## config.mk

```make
export PLATFORM = sky130hd
export DESIGN_NAME = midi_note_master
export DESIGN_NICKNAME = d
export VERILOG_FILES = /design/src/rtl/synth_pkg.sv /design/src/rtl/midi_cmd_fifo.sv /design/src/rtl/midi_note_master.sv
export SDC_FILE = /design/constraint.sdc
export NUM_CORES = 1
export LEC_CHECK = 0
export ABC_AREA = 1
export BUFFER_PORTS_ARGS = -buffer_cell sky130_fd_sc_hd__buf_2
export CAP_MARGIN = 40
export CORE_MARGIN = 2
export CORE_UTILIZATION = 50
export DETAILED_ROUTE_END_ITERATION = 6
export PLACE_DENSITY = 0.73
export SYNTH_ARGS = -nofsm -noshare
export SYNTH_HDL_FRONTEND = slang
export SYNTH_SLANG_ARGS = --single-unit
```

## constraint.sdc

```tcl
create_clock -name clk -period 2.6 [get_ports clk]
set_clock_uncertainty 0.1 [all_clocks]
set_input_delay 0.39 -clock clk [delete_from_list [all_inputs] [get_ports clk]]
set_output_delay 0.39 -clock clk [all_outputs]
set_load 0.05 [all_outputs]
```

## src/rtl/synth_pkg.sv

```systemverilog
// ---------------------------------------------------------------------------
// synth_pkg
// Definitions shared by the MIDI front end and the synthesizer:
//   - layout of the 16-bit note command word {on, note[6:0], velocity[7:0]}
//   - the reserved "stop all" note code
//   - MIDI status nibbles and the controller numbers that silence everything
//   - parser state encoding
//   - helpers to build a command word and classify message lengths
// ---------------------------------------------------------------------------
package synth_pkg;

    // Command word field positions
    localparam int CMD_ON_BIT   = 15;
    localparam int CMD_NOTE_MSB = 14;
    localparam int CMD_NOTE_LSB = 8;
    localparam int CMD_VEL_MSB  = 7;
    localparam int CMD_VEL_LSB  = 0;

    // Note code 127 is reserved as the stop-all marker, never a real note
    localparam logic [6:0] STOP_ALL_NOTE = 7'h7F;

    // MIDI channel-message status nibbles
    localparam logic [3:0] MIDI_NOTE_OFF = 4'h8;
    localparam logic [3:0] MIDI_NOTE_ON  = 4'h9;
    localparam logic [3:0] MIDI_CC       = 4'hB;
    localparam logic [3:0] MIDI_PROG     = 4'hC;
    localparam logic [3:0] MIDI_CHPRESS  = 4'hD;

    // Controllers that mean "silence everything"
    localparam logic [6:0] CC_ALL_SOUND_OFF = 7'd120;
    localparam logic [6:0] CC_ALL_NOTES_OFF = 7'd123;

    // Parser states
    typedef enum logic [1:0] {
        IDLE  = 2'd0,
        DATA1 = 2'd1,
        DATA2 = 2'd2,
        SKIP  = 2'd3
    } parser_state_t;

    // Program change and channel pressure carry a single data byte
    function automatic logic has_one_data_byte(input logic [3:0] status_nibble);
        return (status_nibble == MIDI_PROG) || (status_nibble == MIDI_CHPRESS);
    endfunction

    // Assemble a command word from its fields
    function automatic logic [15:0] make_cmd(input logic       on,
                                             input logic [6:0] note,
                                             input logic [7:0] vel);
        logic [15:0] c;
        c = '0;
        c[CMD_ON_BIT]                = on;
        c[CMD_NOTE_MSB:CMD_NOTE_LSB] = note;
        c[CMD_VEL_MSB:CMD_VEL_LSB]   = vel;
        return c;
    endfunction

endpackage

```

## src/rtl/midi_cmd_fifo.sv

```systemverilog
// ---------------------------------------------------------------------------
// midi_cmd_fifo
// Synchronous 16-bit command FIFO with a first-word-fall-through head.
// Pointers carry one extra bit so full and empty can be told apart.
// Ports:
//   clk, reset     : clock, asynchronous active-high reset (empties FIFO)
//   push, push_data: write one entry (ignored when full)
//   pop            : drop the head entry (ignored when empty)
//   head           : current head entry, valid while !empty
//   count          : number of stored entries
//   empty, full    : occupancy flags
// ---------------------------------------------------------------------------
module midi_cmd_fifo #(
    parameter int unsigned DEPTH = 4,
    localparam int unsigned AW   = $clog2(DEPTH)
) (
    input  logic          clk,
    input  logic          reset,
    input  logic          push,
    input  logic [15:0]   push_data,
    input  logic          pop,
    output logic [15:0]   head,
    output logic [AW:0]   count,
    output logic          empty,
    output logic          full
);

    logic [15:0] mem [DEPTH];
    logic [AW:0] wr_ptr;
    logic [AW:0] rd_ptr;

    // Storage needs no reset: nothing reads an entry before it is written.
    always_ff @(posedge clk) begin
        if (push && !full) begin
            mem[wr_ptr[AW-1:0]] <= push_data;
        end
    end

    // Pointer update; push and pop may happen on the same edge, which leaves
    // the occupancy unchanged even when only one entry is held.
    always_ff @(posedge clk or posedge reset) begin
        if (reset) begin
            wr_ptr <= '0;
            rd_ptr <= '0;
        end else begin
            if (push && !full) begin
                wr_ptr <= wr_ptr + (AW+1)'(1);
            end
            if (pop && !empty) begin
                rd_ptr <= rd_ptr + (AW+1)'(1);
            end
        end
    end

    assign head  = mem[rd_ptr[AW-1:0]];
    assign count = wr_ptr - rd_ptr;
    assign empty = (wr_ptr == rd_ptr);
    assign full  = (wr_ptr[AW] != rd_ptr[AW]) && (wr_ptr[AW-1:0] == rd_ptr[AW-1:0]);

endmodule

```

## src/rtl/midi_note_master.sv

```systemverilog
// ---------------------------------------------------------------------------
// midi_note_master
// Parses a raw MIDI byte stream into 16-bit note commands and issues them as
// Avalon-MM writes to the synthesizer, with a small FIFO absorbing stalls.
// Parameters: CHANNEL (accepted channel), OMNI (accept all channels),
//             FIFO_DEPTH (command entries, power of two, >= 2)
// Ports:
//   clk, reset          : clock, asynchronous active-high reset
//   asi_snk0_*          : Avalon-ST byte sink (data, valid, ready)
//   avm_m0_write        : write request to the synthesizer slave
//   avm_m0_writedata    : {16'b0, on, note[6:0], velocity[7:0]}
//   avm_m0_waitrequest  : slave stall
//   o_busy              : FIFO holds commands or a message is in progress
// ---------------------------------------------------------------------------
module midi_note_master
    import synth_pkg::*;
#(
    parameter int unsigned CHANNEL    = 0,
    parameter bit          OMNI       = 1'b0,
    parameter int unsigned FIFO_DEPTH = 4
) (
    input  logic        clk,
    input  logic        reset,
    input  logic [7:0]  asi_snk0_data,
    input  logic        asi_snk0_valid,
    output logic        asi_snk0_ready,
    output logic        avm_m0_write,
    output logic [31:0] avm_m0_writedata,
    input  logic        avm_m0_waitrequest,
    output logic        o_busy
);

    localparam int unsigned AW = $clog2(FIFO_DEPTH);

    parser_state_t state;
    logic [7:0]    run_status;
    logic          run_valid;
    logic [6:0]    data1;

    logic          byte_acc;
    logic          is_status;
    logic          is_realtime;
    logic          chan_ok;
    logic          cmd_ok;
    logic [15:0]   cmd;

    logic          fifo_push;
    logic          fifo_pop;
    logic [15:0]   fifo_head;
    logic [AW:0]   fifo_count;
    logic          fifo_empty;
    logic          fifo_full;

    assign asi_snk0_ready = !reset && !fifo_full;
    assign byte_acc       = asi_snk0_valid && asi_snk0_ready;
    assign is_status      = asi_snk0_data[7];
    assign is_realtime    = (asi_snk0_data[7:3] == 5'b11111);
    assign chan_ok        = OMNI || (run_status[3:0] == 4'(CHANNEL));

    // Decode the command that the incoming byte would complete, using the
    // registered running status and first data byte. Note 127 is dropped on
    // note messages because that code is reserved for stop-all.
    always_comb begin
        cmd    = '0;
        cmd_ok = 1'b0;
        if (chan_ok) begin
            case (run_status[7:4])
                MIDI_NOTE_ON: begin
                    if (data1 != STOP_ALL_NOTE) begin
                        cmd_ok = 1'b1;
                        if (asi_snk0_data[6:0] != 7'd0) begin
                            cmd = make_cmd(1'b1, data1, {1'b0, asi_snk0_data[6:0]});
                        end else begin
                            cmd = make_cmd(1'b0, data1, 8'h00);
                        end
                    end
                end
                MIDI_NOTE_OFF: begin
                    if (data1 != STOP_ALL_NOTE) begin
                        cmd_ok = 1'b1;
                        cmd    = make_cmd(1'b0, data1, 8'h00);
                    end
                end
                MIDI_CC: begin
                    if (data1 == CC_ALL_SOUND_OFF || data1 == CC_ALL_NOTES_OFF) begin
                        cmd_ok = 1'b1;
                        cmd    = make_cmd(1'b0, STOP_ALL_NOTE, 8'h00);
                    end
                end
                default: begin
                    cmd_ok = 1'b0;
                end
            endcase
        end
    end

    // A command is pushed on the same edge that accepts the final data byte.
    // Single-data-byte messages never produce a command, so only DATA2 matters.
    assign fifo_push = byte_acc && !is_status && (state == DATA2) && cmd_ok;
    assign fifo_pop  = avm_m0_write && !avm_m0_waitrequest;

    // Parser FSM. Real-time bytes pass straight through without touching any
    // state. SysEx start parks the parser in SKIP until another non-real-time
    // status byte arrives; a new channel status byte also leaves SKIP.
    always_ff @(posedge clk or posedge reset) begin
        if (reset) begin
            state      <= IDLE;
            run_status <= 8'h00;
            run_valid  <= 1'b0;
            data1      <= 7'd0;
        end else if (byte_acc) begin
            if (is_status) begin
                if (!is_realtime) begin
                    if (asi_snk0_data == 8'hF0) begin
                        state     <= SKIP;
                        run_valid <= 1'b0;
                    end else if (asi_snk0_data[7:4] == 4'hF) begin
                        state     <= IDLE;
                        run_valid <= 1'b0;
                    end else begin
                        run_status <= asi_snk0_data;
                        run_valid  <= 1'b1;
                        state      <= has_one_data_byte(asi_snk0_data[7:4]) ? DATA2 : DATA1;
                    end
                end
            end else begin
                case (state)
                    IDLE: begin
                        if (run_valid && !has_one_data_byte(run_status[7:4])) begin
                            data1 <= asi_snk0_data[6:0];
                            state <= DATA2;
                        end
                    end
                    DATA1: begin
                        data1 <= asi_snk0_data[6:0];
                        state <= DATA2;
                    end
                    DATA2: begin
                        state <= IDLE;
                    end
                    default: begin
                        state <= SKIP;
                    end
                endcase
            end
        end
    end

    midi_cmd_fifo #(
        .DEPTH(FIFO_DEPTH)
    ) u_fifo (
        .clk      (clk),
        .reset    (reset),
        .push     (fifo_push),
        .push_data(cmd),
        .pop      (fifo_pop),
        .head     (fifo_head),
        .count    (fifo_count),
        .empty    (fifo_empty),
        .full     (fifo_full)
    );

    // Write request: rises one cycle after the FIFO becomes non-empty, holds
    // through waitrequest, and stays high across a pop whenever another entry
    // (possibly one pushed on that same edge) is left to send.
    always_ff @(posedge clk or posedge reset) begin
        if (reset) begin
            avm_m0_write <= 1'b0;
        end else if (!avm_m0_write) begin
            avm_m0_write <= !fifo_empty;
        end else if (fifo_pop) begin
            avm_m0_write <= !((fifo_count == (AW+1)'(1)) && !fifo_push);
        end
    end

    // The FIFO head only moves on a pop, so it is stable for the whole stall.
    assign avm_m0_writedata = avm_m0_write ? {16'h0000, fifo_head} : 32'h0000_0000;
    assign o_busy           = !fifo_empty || (state != IDLE);

endmodule

```

==> results.md, run 1 <==
- Of the total power, the clock network draws 0.180.
- Summed over all nets, the switching power comes to 2.35 mW.
- The count of buffers added by post-CTS timing repair for setup is 0.
- The worst setup path is launched from a flip-flop.
- The cell count after synthesis came out at 412.
- The clock tree from TritonCTS is yes.
- The sequential cell area fraction in the yosys report is 0.597.
- The quantity of I/O buffers inserted on ports is 29.
- The cell-internal power is 2.58 mW.
- The minimum period implied by the final worst setup slack is 2.38 ns.
- The relative slew slack is 0.599.
- Setup repair after global routing left no endpoint under its margin.
- The classification of the worst setup path is reg -> out.
- The number of I/O pins is 47.
- The master cell of the clock root buffer is sky130_fd_sc_hd__clkbuf_8.
- For this run, the number of Yosys warnings is 0.
- The CTS H-tree depth is 3.
- The pin count of the biggest net entering global routing is 26.
- Along the worst path, the maximum fanout reaches 19.
- The final count of pins violating max slew is 0.
- The remaining design rule violation count is 0.
- The post-layout utilization of the core is 0.578.
- Across the VDD grid, the largest voltage drop is 460 uV.
- The placed wire-length estimate after detailed placement is 5.51 mm.
- The count of TritonRoute iterations in the first routing pass is 6.
- The path depth of the worst reg2reg path is 10.
- After synthesis the netlist holds a flip-flop and latch count of 85.
- At the worst endpoint, the required time is 2.11 ns.
- After the flow finishes, the layout carries non-filler instances totaling 557.
- The worst register-to-register path ends at u_fifo.mem[1][5].
- The routability-driven placement congestion ratio is 0.853.
- Setup violations remaining at the end of the flow were counted as 0.
- The total number of clock tree sinks is 85.
- The path type of the worst min-delay path is in -> async.
- After routing, the total negative slack on setup checks comes to 0 ns.
- The highest layer touched by signal routing is met4.
- Power spread over the standard cell area amounts to 1090 nW/um^2.
- Hold repair after CTS inserted 0 buffers.
- The number of vias in the routed layout is 2,775.
- Across all register-to-register paths, the minimum setup slack is 0.35 ns.
- Dividing the detail-routed wire length by the instance count gives 13.8 microns.
- In the detailed route, the total length drawn on met3 is 446 microns.
- The first routing iteration left 156 violations.
- The cell total after placement is 541.
- The clock latency at the later pin of the worst-skew pair is 0.35 ns.
- At the end of the flow, the number of nets in the layout was 470.
- Of the total power, the share spent switching nets is 0.477.
- The count of max-cap constraint violations is 0.
- The cell area after technology mapping is 4070 sq um.
- In this run the critical register-to-register path is launched from u_fifo.wr_ptr[0].
- The highest attainable clock frequency is 419 MHz.
- The overall routing resource usage is 0.191.
- Summed over all instances, the cell type with the most area after synthesis is sky130_fd_sc_hd__edfxtp_1.
- The placeable core region is 7810 sq um.
- The flow ran to the end, and the final reports show no timing, DRC or antenna violations.
- The final antenna-violating net count is 0.
- By area the synthesized netlist is led by sky130_fd_sc_hd__edfxtp_1 (44%), sky130_fd_sc_hd__dfrtp_1 (15%), sky130_fd_sc_hd__nor2_1 (8.2%), sky130_fd_sc_hd__nand2_1 (5.0%), sky130_fd_sc_hd__o21ai_0 (4.7%).
- The number of failing hold endpoints at the final stage is 0.
- The maximum number of buffers from clock root to sink is 2.
- The critical path starts at u_fifo.rd_ptr[0].
- The area share of the leading cell type in the synthesized netlist is 0.443.
- The total routed wire length on the met1 layer is 3.53 mm.
- The endpoint class of the critical path is an output port.
- The number of rows created at floorplan is 32.
- Final hold analysis gives a worst-case slack of 0.0696 ns.
- The fraction of layout cells with a size suffix above 1 is 0.169.
- Measured along the y axis, the die boundary spans 94.2 microns.
- Detailed routing placed a total of 3.60 mm of wire on met2.
- The share of total power dissipated in combinational logic is 0.471.
- In this run, CTS created clock tree buffers numbering 9.
- The worst path meets setup with 0.215 ns of slack.
- The transition time at the pin with the least slew margin is 0.599 ns.
- In this run the mean area of a mapped cell was 9.87 sq um.
- The number of antenna diodes is 0.
- The via count of the first global-routing pass is 2,623.
- The timing endpoint of the critical path is avm_m0_writedata[14].
- For this design the static power due to leakage is 1.89 nW.
- The number of inserted filler cells in the final layout is 671.
- The share of total power dissipated in sequential elements is 0.349.
- The count of cells resized by post-cts repair is 0.
- The initial antenna violation count is 0.
- The area added between synthesis and finish is 11.0%.
- Clock-pin slew was measured on the worst setup and hold paths at 0.09 ns.
- The post-detailed-routing wire length is 7.68 mm.
- The floorplan step defined a die boundary enclosing 8870 sq um.
- The post-place setup slack is 0.347 ns.
- The count of unique library cells instantiated by Yosys is 31.
- The residual overflow from global routing is 0.
- Dividing the final minimum period by the clock period gives 0.917.
- The starting utilization of the core area is 0.521.
- The post-detailed-route via-to-cell ratio is 4.98.
- The first-pass GRT wire length is 12.8 mm.
- The data arrival time at the worst-slack endpoint is 1.89 ns.
- In this run the horizontal extent of the chip is 94.2 microns.
## cells by family (layout without fill, tap and decap cells)
| kind of cell | Yosys count | count (layout) | share of synthesized area |
|---|---|---|---|
| simple gates | 179 | 179 | 0.196 |
| flops | 85 | 85 | 0.597 |
| compound gates | 68 | 68 | 0.0911 |
| buf+inv | 67 | 94 | 0.0800 |
| fa+ha+maj | 8 | 8 | 0.0265 |
| xor+xnor | 4 | 4 | 0.00861 |
| other cells | 1 | 17 | 0.000922 |
## metal layers
metal / vias to the layer above / global-route usage
met4: 0 / 0.0773
li1: 1403 / -
met3: 8 / 0.0482
met2: 89 / 0.289
met5: - / 0
met1: 1275 / 0.264
## worst min path at each step
| stage | endpoint | cells after the start |
|---|---|---|
| final | u_fifo.rd_ptr[1] | 3 |
| after global placement | run_status[1] | 2 |
| after global routing | data1[1] | 3 |
| after floorplan | avm_m0_write | 1 |
| after detailed placement | run_status[2] | 2 |
| after CTS | data1[1] | 3 |
## power by group through the flow
stage	combinational, mW	sequential, mW	clock [mW]
after floorplan	1.83	1.75	0
after global placement	2.30	1.75	0
after detailed placement	2.33	1.75	0
after CTS	2.34	1.72	0.913
after global routing	2.58	1.75	0.964
final	2.32	1.72	0.889
## per-stage QoR
step / power [mW] / instance area, sq um
after floorplan: 3.57 / 4140
after global placement: 4.05 / 4320
after detailed placement: 4.08 / 4320
after CTS: 4.97 / 4510
after global routing: 5.29 / 4510
final: 4.94 / 4510
## cell usage after synthesis (all sizes together)
| master | n |
|---|---|
| nand4 | 6 |
| a21oi | 24 |
| nor3 | 3 |
| nand2 | 59 |
| ha | 7 |
| nand3 | 18 |
| clkinv | 1 |
| conb | 1 |
| clkbuf | 7 |
| inv | 38 |
| edfxtp | 60 |
| o211ai | 1 |
| xor2 | 4 |
| dfrtp | 25 |
| o21ai | 42 |
| a31oi | 1 |
| nand3b | 1 |
| fa | 1 |
| nor2 | 92 |
| buf | 21 |
## area by class of cell
class                   instances  area (sq um)  share of cell area
clock inverters                 7          67.6              0.0150
multi-input cells             276          1390               0.307
flip-flops and latches         85          2430               0.538
clock buffers                   9           124              0.0274
repair buffers                 39           233              0.0516
inverters                      39           149              0.0330
well taps                     102           128              0.0283
## flip-flops by register name, summed over array words and instances (netlist names)
name and cells:
avm_m0_write 1, data1 7, run_status 8, run_valid 1, state 2, u_fifo.mem 60, u_fifo.rd_ptr 3, u_fifo.wr_ptr 3
## critical path, stage by stage, from the launching register on
cell                      delay, ns
sky130_fd_sc_hd__dfrtp_1       0.42
sky130_fd_sc_hd__inv_1         0.37
sky130_fd_sc_hd__buf_12        0.21
sky130_fd_sc_hd__o21ai_0       0.12
sky130_fd_sc_hd__a21oi_1       0.14
sky130_fd_sc_hd__buf_2         0.28
## cells in the final DEF (no fill, tap or decap), types with 4 or more instances in the layout
cell	n
sky130_fd_sc_hd__nor2_1	85
sky130_fd_sc_hd__clkbuf_8	9
sky130_fd_sc_hd__conb_1	17
sky130_fd_sc_hd__nand3_1	15
sky130_fd_sc_hd__a21oi_1	23
sky130_fd_sc_hd__nand4_1	6
sky130_fd_sc_hd__nand2_1	54
sky130_fd_sc_hd__ha_1	7
sky130_fd_sc_hd__dfrtp_1	25
sky130_fd_sc_hd__buf_2	29
sky130_fd_sc_hd__o21ai_0	38
sky130_fd_sc_hd__inv_1	37
sky130_fd_sc_hd__edfxtp_1	60
sky130_fd_sc_hd__buf_4	9
sky130_fd_sc_hd__nor2_2	5
sky130_fd_sc_hd__o21ai_2	4
sky130_fd_sc_hd__xor2_1	4
(Power assumes the default switching activity.)
==> run 2, diff against run 1 <==
--- a/config.mk
+++ b/config.mk
@@ -12,6 +12,7 @@
 export CORE_UTILIZATION = 50
 export DETAILED_ROUTE_END_ITERATION = 6
 export PLACE_DENSITY = 0.73
+export SETUP_SLACK_MARGIN = 0.15
 export SYNTH_ARGS = -nofsm -noshare
 export SYNTH_HDL_FRONTEND = slang
 export SYNTH_SLANG_ARGS = --single-unit
==> constraint.sdc (replaced) <==
create_clock -name clk -period 2.6 [get_ports clk]
set_clock_uncertainty 0.1 [all_clocks]
set_input_delay 0.39 -clock clk [delete_from_list [all_inputs] [get_ports clk]]
set_output_delay 0.39 -clock clk [all_outputs]
set_load 0.005 [all_outputs]
==> results.md, run 2 (synthesized netlist as in run 1, its figures left out) <==
- TritonCTS built the clock tree.
- The post-detailed-route via-to-cell ratio is 5.07 (+1.7%).
- The minimum period implied by the final worst setup slack is 2.33 ns (-0.0548 ns).
- The worst reg-to-reg setup slack came to 0.27 ns (-0.08 ns).
- The number of setup violations in the final report came to 0 (unchanged).
- The total number of clock tree sinks is 85 (unchanged).
- The power spent charging and discharging nets is 1.55 mW (-34%).
- The worst setup path is launched from a flip-flop.
- The flip-flop count of the largest register after layout is 60 (unchanged).
- By startpoint and endpoint, the worst setup path is classified as reg -> reg.
- The number of I/O pins was 47 (unchanged).
- The pin count of the biggest net entering global routing is 33 (+27%).
- The final-stage net count came to 471 (+0.21%).
- The number of buffer and inverter stages on the critical path is 3 (unchanged).
- The quantity of I/O buffers inserted on ports is 29 (unchanged).
- The power per unit of standard cell area is 894 nW/um^2 (-18%).
- The area added between synthesis and finish is 12.0%.
- The post-route clock period utilization is 0.896 (-0.0211).
- The remaining design rule violation count is 0 (unchanged).
- Setup repair after global routing left no endpoint under its margin.
- The initial antenna violation count is 0 (unchanged).
- The master cell of the clock root buffer is sky130_fd_sc_hd__clkbuf_8.
- The clock buffer count from CTS was 9 (unchanged).
- The placeable core region came to 7810 sq um (unchanged).
- The routability-driven placement congestion ratio is 0.842 (-1.2%).
- The family with the most delay on the worst path is simple AND/OR/NAND/NOR gates.
- The combinational share of power is 0.378 (-0.093).
- The first-pass GRT wire length is 12.7 mm (-0.22%).
- The via count of the first global-routing pass came to 2,595 (-1.1%).
- The sequential group share of total power is 0.424 (+0.075).
- The starting utilization of the core area was 0.521 (unchanged).
- The maximum number of buffers from clock root to sink is 2 (unchanged).
- The final antenna-violating net count is 0 (unchanged).
- The cell-internal power was 2.52 mW (-2.2%).
- The post-route worst setup slack is 0.270 ns (+0.0548 ns).
- The number of antenna diodes is 0 (unchanged).
- The highest net fanout along the worst path is 12 (-7).
- The initial detailed-routing violation count is 204 (+31%).
- The switching share of power is 0.381 (-0.0966).
- The most common cell after layout, fill and taps aside is sky130_fd_sc_hd__nor2_1.
- The critical path data required time is 2.57 ns (+0.46 ns).
- The data arrival time at the worst-slack endpoint came to 2.30 ns (+0.41 ns).
- The placed wire-length estimate after detailed placement is 5.41 mm (-1.7%).
- The post-place setup slack is 0.115 ns (-0.232 ns).
- The clock network power share is 0.198 (+0.018).
- The final count of pins violating max slew is 0 (unchanged).
- The clock latency at the later pin of the worst-skew pair is 0.36 ns (about the same).
- The worst vdd rail ir drop is 464 uV (+0.96%).
- The y dimension of the die is 94.2 microns (unchanged).
- Among all stages on the critical path, the largest delay is contributed by sky130_fd_sc_hd__dfrtp_1.
- The wire length per cell after detailed routing is 14.0 microns (+1.3%).
- Traced cell by cell, the critical path runs through inv_1, ha_1, nand2_1, inv_1, nand3_2, nand3_4, nor2_4, nand3_4, nor2_4, buf_12.
- Leaving out fill and tap cells, the most frequent cells in the layout are sky130_fd_sc_hd__nor2_1 (85), sky130_fd_sc_hd__edfxtp_1 (60), sky130_fd_sc_hd__nand2_1 (54), sky130_fd_sc_hd__o21ai_0 (38), sky130_fd_sc_hd__inv_1 (37).
- The worst setup path is captured at a flip-flop.
- The full die area was 8870 sq um (unchanged).
- The total negative setup slack is 0 ns (unchanged).
- The number of rows created at floorplan is 32 (unchanged).
- The post-detailed-routing wire length is 7.80 mm (+1.5%).
- The residual overflow from global routing is 0 (unchanged).
- The count of max-cap constraint violations is 0 (unchanged).
- The delay of the slowest cell on the worst path is 0.43 ns (about the same).
- The number of failing hold endpoints at the final stage is 0 (unchanged).
- The flow ran to the end, and the final reports show no timing, DRC or antenna violations.
- The fraction of layout cells with a size suffix above 1 came to 0.167 (-0.00256).
- The path type of the worst min-delay path is in -> async.
- The static power due to leakage is 1.90 nW (+0.54%).
- The clock transition time at the flip-flop clock pins of the worst setup and hold paths is 0.09 ns (about the same).
- The count of hold buffers inserted by post-cts repair is 0 (unchanged).
- The CTS H-tree depth was 3 (unchanged).
- The transition time at the pin with the least slew margin is 0.582 ns (-0.0171 ns).
- The relative slew slack came to 0.611 (+0.0115).
- The die width is 94.2 microns (unchanged).
- The count of TritonRoute iterations in the first routing pass is 5 (-1).
- The overall routing resource usage is 0.192 (+0.00110).
- The highest attainable clock frequency is 429 MHz (+2.4%).
- The number of vias in the routed layout was 2,828 (+1.9%).
## run 2: cell types whose count changed in the layout (fill, tap and decap cells not counted), sizes merged
| cell | change |
|---|---|
| clkinv | +4 |
| clkinvlp | -2 |
| inv | -2 |
| buf | +1 |
## run 2: what timing repair did
| item | in CTS | in global routing |
|---|---|---|
| gates resized for setup | 0 | 1 |
| pin swaps | 4 | 1 |
| endpoints found under the setup margin | 60 | 28 |
| cloned | 0 | 0 |
| buffers inserted | 5 | 1 |
## run 2: path summary, 6_finish.rpt
kind                             startpoint           endpoint  depth (start not counted)
min                                   reset   u_fifo.wr_ptr[2]                          3
max in group asynchronous             reset           data1[3]                          3
max                        u_fifo.wr_ptr[0]  u_fifo.mem[3][10]                         10
min reg2reg                   run_status[1]      run_status[1]                          2
max reg2reg                u_fifo.wr_ptr[0]  u_fifo.mem[3][10]                         10
min in group clk           asi_snk0_data[1]           data1[1]                          3
## run 2: per-layer routing
metal | wire, microns | part of all wire | vias up | GRT usage
met2 | 3580 | 0.46 | 82 | 0.305
met4 | 124 | 0.016 | 0 | 0.0773
met1 | 3640 | 0.47 | 1320 | 0.262
met3 | 451 | 0.058 | 13 | 0.0337
met5 | 0 | 0 | - | 0
li1 | - | - | 1413 | -
## run 2: worst register-to-register path: stages (launching register included)
cell and delay (ns):
sky130_fd_sc_hd__dfrtp_1 0.43, sky130_fd_sc_hd__inv_1 0.16, sky130_fd_sc_hd__ha_1 0.27, sky130_fd_sc_hd__nand2_1 0.07, sky130_fd_sc_hd__inv_1 0.08, sky130_fd_sc_hd__nand3_2 0.09, sky130_fd_sc_hd__nand3_4 0.14, sky130_fd_sc_hd__nor2_4 0.19
sky130_fd_sc_hd__nand3_4 0.17, sky130_fd_sc_hd__nor2_4 0.19, sky130_fd_sc_hd__buf_12 0.15
## run 2: final cells by class
type / count / area [sq um]
fillers: 657 / 3250
flip-flops and latches: 85 / 2430
multi-input cells: 276 / 1410
repair buffers: 40 / 282
inverters: 39 / 150
well taps: 102 / 128
clock buffers: 9 / 124
clock inverters: 7 / 41.3
## run 2: metrics by stage
step	hold WS (ns)	util	power (mW)	instance area, sq um	instances
2_1_floorplan	0.348	-	2.83	4170	428
3_3_place_gp	0.366	0.550	3.24	4290	536
3_5_place_dp	0.369	0.550	3.29	4290	536
4_1_cts	0.0709	0.582	4.09	4550	557
5_1_grt	0.118	0.584	4.37	4560	558
6_report	0.0713	0.584	4.08	4560	558
## run 2: power groups by stage
stage / sequential (mW) / clock [mW] / combinational, mW
3_3_place_gp: 1.74 / 0 / 1.50
2_1_floorplan: 1.73 / 0 / 1.10
3_5_place_dp: 1.75 / 0 / 1.54
4_1_cts: 1.72 / 0.814 / 1.55
6_report: 1.73 / 0.805 / 1.54
5_1_grt: 1.74 / 0.856 / 1.77
